### config.mk
export PLATFORM = sky130hd
export DESIGN_NAME = shift_req_sched
export DESIGN_NICKNAME = d
export VERILOG_FILES = /design/src/rtl/shift_req_sched_pkg.sv /design/src/rtl/shift_req_sched_rr_arbiter.sv /design/src/rtl/shift_req_sched.sv
export SDC_FILE = /design/constraint.sdc
export NUM_CORES = 1
export LEC_CHECK = 0
export CAP_MARGIN = 20
export CORE_ASPECT_RATIO = 0.8
export CORE_UTILIZATION = 38
export DETAILED_ROUTE_END_ITERATION = 12
export GPL_TIMING_DRIVEN = 0
export PLACE_DENSITY = 0.81
export REMOVE_ABC_BUFFERS = 1
export SLEW_MARGIN = 10
export SYNTH_ARGS = -nofsm -noshare
export SYNTH_HDL_FRONTEND = slang
export SYNTH_SLANG_ARGS = --single-unit
### constraint.sdc
create_clock -name clk -period 1.97 [get_ports clk]
set_input_delay 0.591 -clock clk [delete_from_list [all_inputs] [get_ports clk]]
set_output_delay 0.591 -clock clk [all_outputs]
set_load 0.01 [all_outputs]
### src/rtl/shift_req_sched_pkg.sv
// Shared types for the shift request scheduler. ID_W is sized for the largest
// supported requester count so tag_t stays a fixed type across configurations.
package shift_req_sched_pkg;

  localparam int MAX_REQ = 16;

  function automatic int id_width(input int n);
    return (n < 2) ? 1 : $clog2(n);
  endfunction

  localparam int ID_W = id_width(MAX_REQ);

  typedef struct packed {
    logic            valid;
    logic [ID_W-1:0] id;
  } tag_t;

  typedef enum logic [1:0] {RUN, DRAIN, IDLE} sched_state_e;

endpackage

### src/rtl/shift_req_sched_rr_arbiter.sv
// Rotating-priority one-hot picker: search starts at the pointer and wraps;
// the pointer advances to winner+1 on a grant and holds otherwise.
module rr_arbiter
  import shift_req_sched_pkg::*;
#(
  parameter int NUM_REQ = 4
) (
  input  logic               clk,
  input  logic               rst_n,
  input  logic               en_i,
  input  logic [NUM_REQ-1:0] req_i,
  output logic [NUM_REQ-1:0] gnt_o,
  output logic               gnt_any_o,
  output logic [ID_W-1:0]    gnt_id_o
);

  logic [ID_W-1:0] ptr_q, ptr_d;

  // First pass covers indices at/above the pointer, second pass the wrap.
  always_comb begin
    gnt_o     = '0;
    gnt_any_o = 1'b0;
    gnt_id_o  = '0;
    for (int i = 0; i < NUM_REQ; i++) begin
      if (en_i && !gnt_any_o && req_i[i] && (ID_W'(i) >= ptr_q)) begin
        gnt_any_o = 1'b1;
        gnt_o[i]  = 1'b1;
        gnt_id_o  = ID_W'(i);
      end
    end
    for (int i = 0; i < NUM_REQ; i++) begin
      if (en_i && !gnt_any_o && req_i[i] && (ID_W'(i) < ptr_q)) begin
        gnt_any_o = 1'b1;
        gnt_o[i]  = 1'b1;
        gnt_id_o  = ID_W'(i);
      end
    end
  end

  always_comb begin
    ptr_d = ptr_q;
    if (gnt_any_o) begin
      ptr_d = (gnt_id_o == ID_W'(NUM_REQ - 1)) ? '0 : gnt_id_o + 1'b1;
    end
  end

  always_ff @(posedge clk or negedge rst_n) begin
    if (!rst_n) ptr_q <= '0;
    else        ptr_q <= ptr_d;
  end

endmodule

### src/rtl/shift_req_sched.sv
// Round-robin front end for a shared LATENCY-deep barrel shifter, with tag
// steering and a drain handshake. Define SHIFT_REQ_SCHED_STATS_EN for grant counters.
module shift_req_sched
  import shift_req_sched_pkg::*;
#(
  parameter int NUM_REQ    = 4,
  parameter int SIZE       = 32,
  parameter int SHIFT_SIZE = 8,
  parameter int LATENCY    = 4
) (
  input  logic                         clk,
  input  logic                         rst_n,
  input  logic [NUM_REQ-1:0]           req_valid,
  output logic [NUM_REQ-1:0]           req_ready,
  input  logic [NUM_REQ*SIZE-1:0]      req_data,
  input  logic [NUM_REQ*SHIFT_SIZE-1:0] req_shift,
  output logic [SIZE-1:0]              sh_din,
  output logic [SHIFT_SIZE-1:0]        sh_shift,
  input  logic [SIZE-1:0]              sh_dout,
  output logic [NUM_REQ-1:0]           rsp_valid,
  output logic [SIZE-1:0]              rsp_data,
  input  logic                         drain_req,
  output logic                         drained,
  output logic                         busy
`ifdef SHIFT_REQ_SCHED_STATS_EN
  ,
  input  logic                         stat_clr,
  output logic [NUM_REQ*16-1:0]        stat_cnt
`endif
);

  sched_state_e state_q, state_d;
  logic [NUM_REQ-1:0]    gnt;
  logic                  gnt_any;
  logic [ID_W-1:0]       gnt_id;
  logic                  gnt_en;
  logic [SIZE-1:0]       sh_din_q, sh_din_d;
  logic [SHIFT_SIZE-1:0] sh_shift_q, sh_shift_d;
  logic [NUM_REQ-1:0]    rsp_valid_q;
  logic [SIZE-1:0]       rsp_data_q;
  tag_t                  tag_q [0:LATENCY];

  // Gating with rst_n keeps req_ready low while reset is asserted.
  assign gnt_en = (state_q == RUN) && rst_n;

  rr_arbiter #(.NUM_REQ(NUM_REQ)) u_arb (
    .clk      (clk),
    .rst_n    (rst_n),
    .en_i     (gnt_en),
    .req_i    (req_valid),
    .gnt_o    (gnt),
    .gnt_any_o(gnt_any),
    .gnt_id_o (gnt_id)
  );

  assign req_ready = gnt;

  always_comb begin
    sh_din_d   = sh_din_q;
    sh_shift_d = sh_shift_q;
    for (int i = 0; i < NUM_REQ; i++) begin
      if (gnt[i]) begin
        sh_din_d   = req_data[i*SIZE +: SIZE];
        sh_shift_d = req_shift[i*SHIFT_SIZE +: SHIFT_SIZE];
      end
    end
  end

  // Stage 0 of the tag pipe runs alongside the operand registers.
  always_ff @(posedge clk or negedge rst_n) begin
    if (!rst_n) begin
      sh_din_q   <= '0;
      sh_shift_q <= '0;
      for (int i = 0; i <= LATENCY; i++) tag_q[i] <= '0;
    end else begin
      sh_din_q   <= sh_din_d;
      sh_shift_q <= sh_shift_d;
      tag_q[0]   <= '{valid: gnt_any, id: gnt_id};
      for (int i = 1; i <= LATENCY; i++) tag_q[i] <= tag_q[i-1];
    end
  end

  always_ff @(posedge clk or negedge rst_n) begin
    if (!rst_n) begin
      rsp_valid_q <= '0;
      rsp_data_q  <= '0;
    end else if (tag_q[LATENCY].valid) begin
      rsp_valid_q <= NUM_REQ'(1) << tag_q[LATENCY].id;
      rsp_data_q  <= sh_dout;
    end else begin
      rsp_valid_q <= '0;
    end
  end

  always_comb begin
    busy = 1'b0;
    for (int i = 0; i <= LATENCY; i++) busy = busy | tag_q[i].valid;
  end

  always_comb begin
    state_d = state_q;
    case (state_q)
      RUN:     if (drain_req) state_d = DRAIN;
      DRAIN:   if (!drain_req) state_d = RUN;
               else if (!busy) state_d = IDLE;
      IDLE:    if (!drain_req) state_d = RUN;
      default: state_d = RUN;
    endcase
  end

  always_ff @(posedge clk or negedge rst_n) begin
    if (!rst_n) state_q <= RUN;
    else        state_q <= state_d;
  end

  assign sh_din    = sh_din_q;
  assign sh_shift  = sh_shift_q;
  assign rsp_valid = rsp_valid_q;
  assign rsp_data  = rsp_data_q;
  assign drained   = (state_q == IDLE);

`ifdef SHIFT_REQ_SCHED_STATS_EN
  logic [15:0] cnt_q [NUM_REQ];

  // Clear has priority over a same-cycle grant increment.
  always_ff @(posedge clk or negedge rst_n) begin
    if (!rst_n) begin
      for (int i = 0; i < NUM_REQ; i++) cnt_q[i] <= '0;
    end else begin
      for (int i = 0; i < NUM_REQ; i++) begin
        if (stat_clr)                            cnt_q[i] <= '0;
        else if (gnt[i] && cnt_q[i] != 16'hFFFF) cnt_q[i] <= cnt_q[i] + 16'd1;
      end
    end
  end

  always_comb begin
    stat_cnt = '0;
    for (int i = 0; i < NUM_REQ; i++) stat_cnt[i*16 +: 16] = cnt_q[i];
  end
`endif

endmodule

Yosys cells after proc, flatten, opt, wreduce, memory -nomap -nowiden --
Cells that the tools add are included.
Word-level totals: register bits after elaboration 107, input bits 199, logic and storage cells 107
Cells by class: add/subtract/negate cells 1, $lt $le $gt $ge 8, eq/ne operators 6, shift operators 1, multiplexer cells 37, bitwise operators 4, reduce and logical (&&, ||, !) cells 34
Operators by type and width (number):
- $mux 32 | 4
- $mux 8 | 4
- $logic_and 1x1->1 | 24
- $mux 2 | 10
- $mux 1 | 16
- $ge 1x4->1 const A | 2
- $ge 2x4->1 const A | 2
- $lt 1x4->1 const A | 2
- $lt 2x4->1 const A | 2
- $mux 4 | 2
- $logic_not 1->1 | 7
- $pmux 2 s3 | 1
- $eq 2x2->1 const B | 2
- $ne 2x2->1 const B | 2
- $or 1x1->1 | 4
- $reduce_bool 4->1 | 1
- $shl 1x4->4 const A | 1
- $add 2x1->3 const B | 1
- $ne 3x3->1 const B | 1
- $reduce_and 3->1 | 1
- $eq 2x1->1 const B | 1
- $logic_not 2->1 | 1

Depth between registers and ports, before layout --
depth in word-level cells 42, gate-level depth with buffers 7, gate-level depth less buffers 6

Hierarchy --
From an unflattened synthesis, not the netlist that was laid out.
Unflattened totals: cell total of the unflattened synthesis 385, area total of the unflattened synthesis 4764.6 um2
Modules (own cells, without submodules):
- shift_req_sched | times used 1, cells an instance 345, area each 4445.5 um2, sequential area each 2577.5 um2
- rr_arbiter | times used 1, cells an instance 40, area each 319.1 um2, sequential area each 50.0 um2

Worst setup path before layout --
Ideal clock, no wire load.
path kind input to output, start point input port req_valid[1], end point output port req_ready[3], arrival 1.380 ns, required time 1.379 ns, path slack -0.001 ns, stages on the path 5, buffers on the path 2, cells stage by stage nor2_1 > o221ai_1 > buf_2 > buf_2 > nor2_1
On the way: longest elaborated chain between the ends 33, elaborated cells between the ends (all ways) 34, those cells by class mux: 8; reduce/logical: 26
RTL lines:
- start, declared | RTL line shift_req_sched.sv:13 | input logic [NUM_REQ-1:0] req_valid,
- $logic_and 1x1->1 (2 in a row) | RTL line shift_req_sched_rr_arbiter.sv:25 | if (en_i && !gnt_any_o && req_i[i] && (ID_W'(i) >= ptr_q)) begin
- $mux 1 | RTL line shift_req_sched_rr_arbiter.sv:25
- $logic_not 1->1 | RTL line shift_req_sched_rr_arbiter.sv:25
- $logic_and 1x1->1 (3 in a row) | RTL line shift_req_sched_rr_arbiter.sv:25
- $mux 1 | RTL line shift_req_sched_rr_arbiter.sv:25
- $logic_not 1->1 | RTL line shift_req_sched_rr_arbiter.sv:25
- $logic_and 1x1->1 (3 in a row) | RTL line shift_req_sched_rr_arbiter.sv:25
- $mux 1 | RTL line shift_req_sched_rr_arbiter.sv:25
- [6 not listed]
- $logic_and 1x1->1 (3 in a row) | RTL line shift_req_sched_rr_arbiter.sv:32 | if (en_i && !gnt_any_o && req_i[i] && (ID_W'(i) < ptr_q)) begin
- $mux 1 | RTL line shift_req_sched_rr_arbiter.sv:32
- $logic_not 1->1 | RTL line shift_req_sched_rr_arbiter.sv:32
- $logic_and 1x1->1 (3 in a row) | RTL line shift_req_sched_rr_arbiter.sv:32
- $mux 1 | RTL line shift_req_sched_rr_arbiter.sv:32
- $logic_not 1->1 | RTL line shift_req_sched_rr_arbiter.sv:32
- $logic_and 1x1->1 (3 in a row) | RTL line shift_req_sched_rr_arbiter.sv:32
- $mux 1 (*) | RTL line shift_req_sched_rr_arbiter.sv:32
- end, declared | RTL line shift_req_sched.sv:14 | output logic [NUM_REQ-1:0] req_ready,
Every way passes the cells marked *; elsewhere a longest branch is shown, timed or not.

Final worst setup path --
start point input port req_valid[2], end point output port req_ready[3]
On the way: longest elaborated chain between the ends 28, elaborated cells between the ends (all ways) 29, those cells by class mux: 7; reduce/logical: 22
RTL lines (RTL line):
- $logic_and 1x1->1 (2 in a row) | shift_req_sched_rr_arbiter.sv:25
- $mux 1 | shift_req_sched_rr_arbiter.sv:25
- $logic_not 1->1 | shift_req_sched_rr_arbiter.sv:25
- $logic_and 1x1->1 (3 in a row) | shift_req_sched_rr_arbiter.sv:25
- $mux 1 | shift_req_sched_rr_arbiter.sv:25
- $logic_not 1->1 | shift_req_sched_rr_arbiter.sv:32
- $logic_and 1x1->1 (3 in a row) | shift_req_sched_rr_arbiter.sv:32
- $mux 1 | shift_req_sched_rr_arbiter.sv:32
- $logic_not 1->1 | shift_req_sched_rr_arbiter.sv:32
- $logic_and 1x1->1 (3 in a row) | shift_req_sched_rr_arbiter.sv:32
- $mux 1 | shift_req_sched_rr_arbiter.sv:32
- $logic_not 1->1 | shift_req_sched_rr_arbiter.sv:32
- $logic_and 1x1->1 (3 in a row) | shift_req_sched_rr_arbiter.sv:32
- $mux 1 | shift_req_sched_rr_arbiter.sv:32
- $logic_not 1->1 | shift_req_sched_rr_arbiter.sv:32
- $logic_and 1x1->1 (3 in a row) | shift_req_sched_rr_arbiter.sv:32
- $mux 1 (*) | shift_req_sched_rr_arbiter.sv:32
Marked as above.

==> results.md <==
* 1.54 ns — CP Data Arrival Time
* -1.40 ns — TNS Setup
* 30 — number of unique standard cell types used by synthesis
* 6 — Critical Path Stages
* 0.543 mV — IR Drop Worst-Case VDD
* 50.8% — post-synthesis sequential area ratio
* 902 — number of nets at the end of the flow
* 46.4% — combinational share of power
* 35 — standard-cell row count
* 173 — Iter 0 DRT Violations
* 407 — cell count after synthesis
* -0.11 ns — setup slack on the worst flop-to-flop path
* done — clock tree from TritonCTS
* 1.38 ns — required time at the worst-slack endpoint
* 0 — initial antenna violation count
* 2 — Max Buffers Root-to-Sink
* in -> out — kind of critical path
* sky130_fd_sc_hd__dfrtp_1 — cell accounting for the most synthesized area
* true — RSZ-0062 raised after global routing
* 126 um — Die Span X
* 2.95 mW — Net Switching
* 18.8 um — detail-routed net length per standard cell
* in -> async — path class of the lowest-slack min-delay path
* 11.5 um^2 — mean cell area of the mapped netlist
* 5.26 — via-per-instance ratio
* 0 — overall overflow remaining after global route
* 33.3% — Net Sw Frac
* 0 — final-report max-slew violation count
* 5.91 mW — internal power
* 6 — maximum net fanout on the critical path
* 11.2 mm — post-DP HPWL
* 0 — total DRC errors in the routed layout
* buffers and inverters — CP top delay family
* 3.85 nW — Static Leakage
* 50.8% — area share of the largest cell type after synthesis
* 32.8% — relative contribution of sequential cells to total power
* sky130_fd_sc_hd__nor2_4 — Critical Path Slowest Stage Cell
* 0.20 ns — delay of the slowest cell on the worst path
* output pin — type of element capturing the critical path
* 5 — detailed-router iteration count before antenna repair
* 22.3% — fraction of layout cells with a size suffix above 1
* 772 — fillcell total
* 8590 um^2 — post-route standard cell area excluding fillers
* 0.33 ns — Skew-Pair Late Insertion Delay
* 11,700 um^2 — area inside the core boundary
* 101 um — die outline height
* 25.2% — GRT Resource Usage Total
* input pin — category of the worst setup path launch point
* 0 — hold buffer count at cts
* sky130_fd_sc_hd__dfrtp_1, sky130_fd_sc_hd__mux2i_1, sky130_fd_sc_hd__o221ai_1, sky130_fd_sc_hd__mux2_2, sky130_fd_sc_hd__and3_1 — Area contributors post-synth
* negative setup slack — violated checks
* sky130_fd_sc_hd__clkbuf_16 — root buffer cell
* 0 — max-cap viol count
* 3 — count of H-tree levels built during CTS
* 0 — final hold violations
* 16.1 mm — Post-Route WL
* 0 — synthesis warning total
* 4,503 — total number of vias
* 95 — clock sink count
* 95 — FF+latch count, synth
* 41 — pin count of the biggest net entering global routing
* sky130_fd_sc_hd__nor2_4 — library cell appearing most often on the critical path
* 3 — crit path buf inv count
* finished, violations left — status
* 0.07 ns — Clk pin slew, worst setup/hold paths
* 79.5% — Relative slew margins
* 4,711 — number of global-route vias before repair
* 0.308 ns — slew of the pin with the lowest slew margin
* 20.8% — portion of total power attributed to the clock network
* 39.8% — Initial Util
* 281 — I/O pins
* 7730 um^2 — placed instance area
* 108% — portion of the clock cycle consumed by the worst path in the final layout
* 280 — IO buf count
* -0.159 ns — final critical-path setup slack
* 4680 um^2 — Mapped Area
* 83.8% — area grow syn2layout
* 12,800 um^2 — die area
* 9 — TritonCTS Buffers
* 9 — worst reg2reg path depth
* 26 — number of failing setup endpoints in the final timing report
* 0.749 — GPL Wtd Cong
* 0 — final antenna-violating net count
* 0.470 GHz — highest clock frequency the design can meet
* 0 — antenna diode count
* 2.13 ns — Final min period
* 24.7 mm — first-pass GRT wire length
* 1030 nW/um^2 — power per cell area
* 0.177 ns — final worst hold slack
* 0.0127 ns — Worst Skew
* clkbuf_4 > nor2_4 > o221ai_4 > clkbuf_16 > nor2_4 > buf_6 — cell-by-cell trace of the critical path
## sequential cells by signal (all words and copies together) (netlist names)
register / cells
u_arb.ptr_q: 2
rsp_valid: 4
sh_din: 32
rsp_data: 32
tag_q: 15
state_q: 2
sh_shift: 8
## cells in the mapped netlist
library cell and n:
sky130_fd_sc_hd__dfrtp_1 95, sky130_fd_sc_hd__nand2_1 45, sky130_fd_sc_hd__and3_1 42, sky130_fd_sc_hd__o221ai_1 42
sky130_fd_sc_hd__mux2i_1 40, sky130_fd_sc_hd__mux2_2 32, sky130_fd_sc_hd__o21ai_2 30, sky130_fd_sc_hd__buf_2 15
sky130_fd_sc_hd__clkbuf_1 12, sky130_fd_sc_hd__nor2_1 11, sky130_fd_sc_hd__o21ai_1 8, sky130_fd_sc_hd__a21oi_1 5
sky130_fd_sc_hd__o21ai_0 5, sky130_fd_sc_hd__buf_12 4, sky130_fd_sc_hd__buf_1 3, sky130_fd_sc_hd__and3b_1 2
sky130_fd_sc_hd__inv_1 2, sky130_fd_sc_hd__nor2b_1 2, sky130_fd_sc_hd__a211o_1 1, sky130_fd_sc_hd__buf_6 1
sky130_fd_sc_hd__clkinv_1 1, sky130_fd_sc_hd__inv_2 1, sky130_fd_sc_hd__nand3_1 1, sky130_fd_sc_hd__nor3_1 1
sky130_fd_sc_hd__nor3b_1 1, sky130_fd_sc_hd__nor3b_2 1, sky130_fd_sc_hd__o2111ai_2 1, sky130_fd_sc_hd__o21a_1 1
sky130_fd_sc_hd__o22ai_1 1, sky130_fd_sc_hd__o31a_1 1
## logic make-up (layout without fill, tap and decap cells)
group                  after synthesis  after routing  share of synthesized area, %
flip-flops                          95             95                          50.8
AND/OR/NAND/NOR                    106            106                          11.4
multiplexers                        72             72                          16.3
buffers and inverters               39            340                          5.08
AO/OA/AOI/OAI                       95             95                          16.4
## worst register-to-register path: cells and delay by family (launching register included)
family                 cells  cell delay [ns]
AOI/OAI and AO/OA          3             0.40
buffers and inverters      4             0.69
DFF                        1             0.43
muxes                      1             0.24
and+or+nand+nor            1             0.20
## final timing paths
| check | start | end |
|---|---|---|
| min in group clk | tag_q[16] | tag_q[11] |
| worst max-delay path | req_valid[2] | req_ready[3] |
| worst min-delay path | rst_n | sh_din[25] |
| worst max register to register | u_arb.ptr_q[1] | sh_shift[6] |
| max in group asynchronous | rst_n | tag_q[4] |
| worst min register to register | tag_q[16] | tag_q[11] |
## cell usage in the layout (no fill, tap or decap), drive strengths merged
| cell | n |
|---|---|
| a211o | 1 |
| a21oi | 5 |
| and3 | 42 |
| and3b | 2 |
| buf | 42 |
| bufbuf | 5 |
| bufinv | 1 |
| clkbuf | 11 |
| clkdlybuf4s50 | 269 |
| clkinv | 3 |
| dfrtp | 95 |
| dlygate4sd2 | 2 |
| inv | 7 |
| mux2 | 32 |
| mux2i | 40 |
| nand2 | 45 |
| nand3 | 1 |
| nor2 | 11 |
| nor2b | 2 |
| nor3 | 1 |
| nor3b | 2 |
| o2111ai | 1 |
| o21a | 1 |
| o21ai | 43 |
| o221ai | 42 |
| o22ai | 1 |
| o31a | 1 |
## timing repair
item                                   4_1_cts  5_1_grt
cloned                                       5        0
resized for setup                           76       23
pin swaps                                   12       10
buffers inserted                            18        8
setup endpoints to repair                   50       38
endpoints found under the hold margin        0        0
## power by group through the flow
stage	logic, mW	clock network [mW]	registers [mW]
after global routing	4.37	1.95	2.98
after CTS	3.97	1.87	2.90
after global placement	3.38	0	2.89
after detailed placement	3.65	0	2.95
final	4.11	1.84	2.91
after floorplan	1.26	0	3.14
## layer usage
metal	GRT usage, %	up-vias	wire (um)	part of all wire [%]
li1	-	2107	-	-
met1	28.1	2139	6110	38
met2	46.5	214	8250	51
met3	6.66	43	1080	6.7
met4	9.36	0	620	3.9
met5	0	-	0	0
## metrics by stage
| step | instances | worst slack [ns] | utilization (%) | total power [mW] |
|---|---|---|---|---|
| finish | 856 | -0.159 | 73.2 | 8.85 |
| floorplan | 372 | -2.07 | - | 4.40 |
| CTS | 849 | -0.193 | 72.1 | 8.74 |
| global placement | 800 | -6.09 | 63.4 | 6.27 |
| global route | 856 | -0.198 | 73.2 | 9.30 |
| detailed placement | 810 | -1.74 | 65.9 | 6.60 |
## area by class of cell
cell class | instances | area (um^2) | area share, %
Inverter | 4 | 32.5 | 0.379
Multi-Input combinational cell | 273 | 2240 | 26.1
Tap cell | 148 | 185 | 2.16
Clock inverter | 7 | 95.1 | 1.11
Sequential cell | 95 | 2380 | 27.7
Clock buffer | 9 | 225 | 2.62
Timing Repair Buffer | 320 | 3430 | 39.9
(Power assumes the default switching activity.)
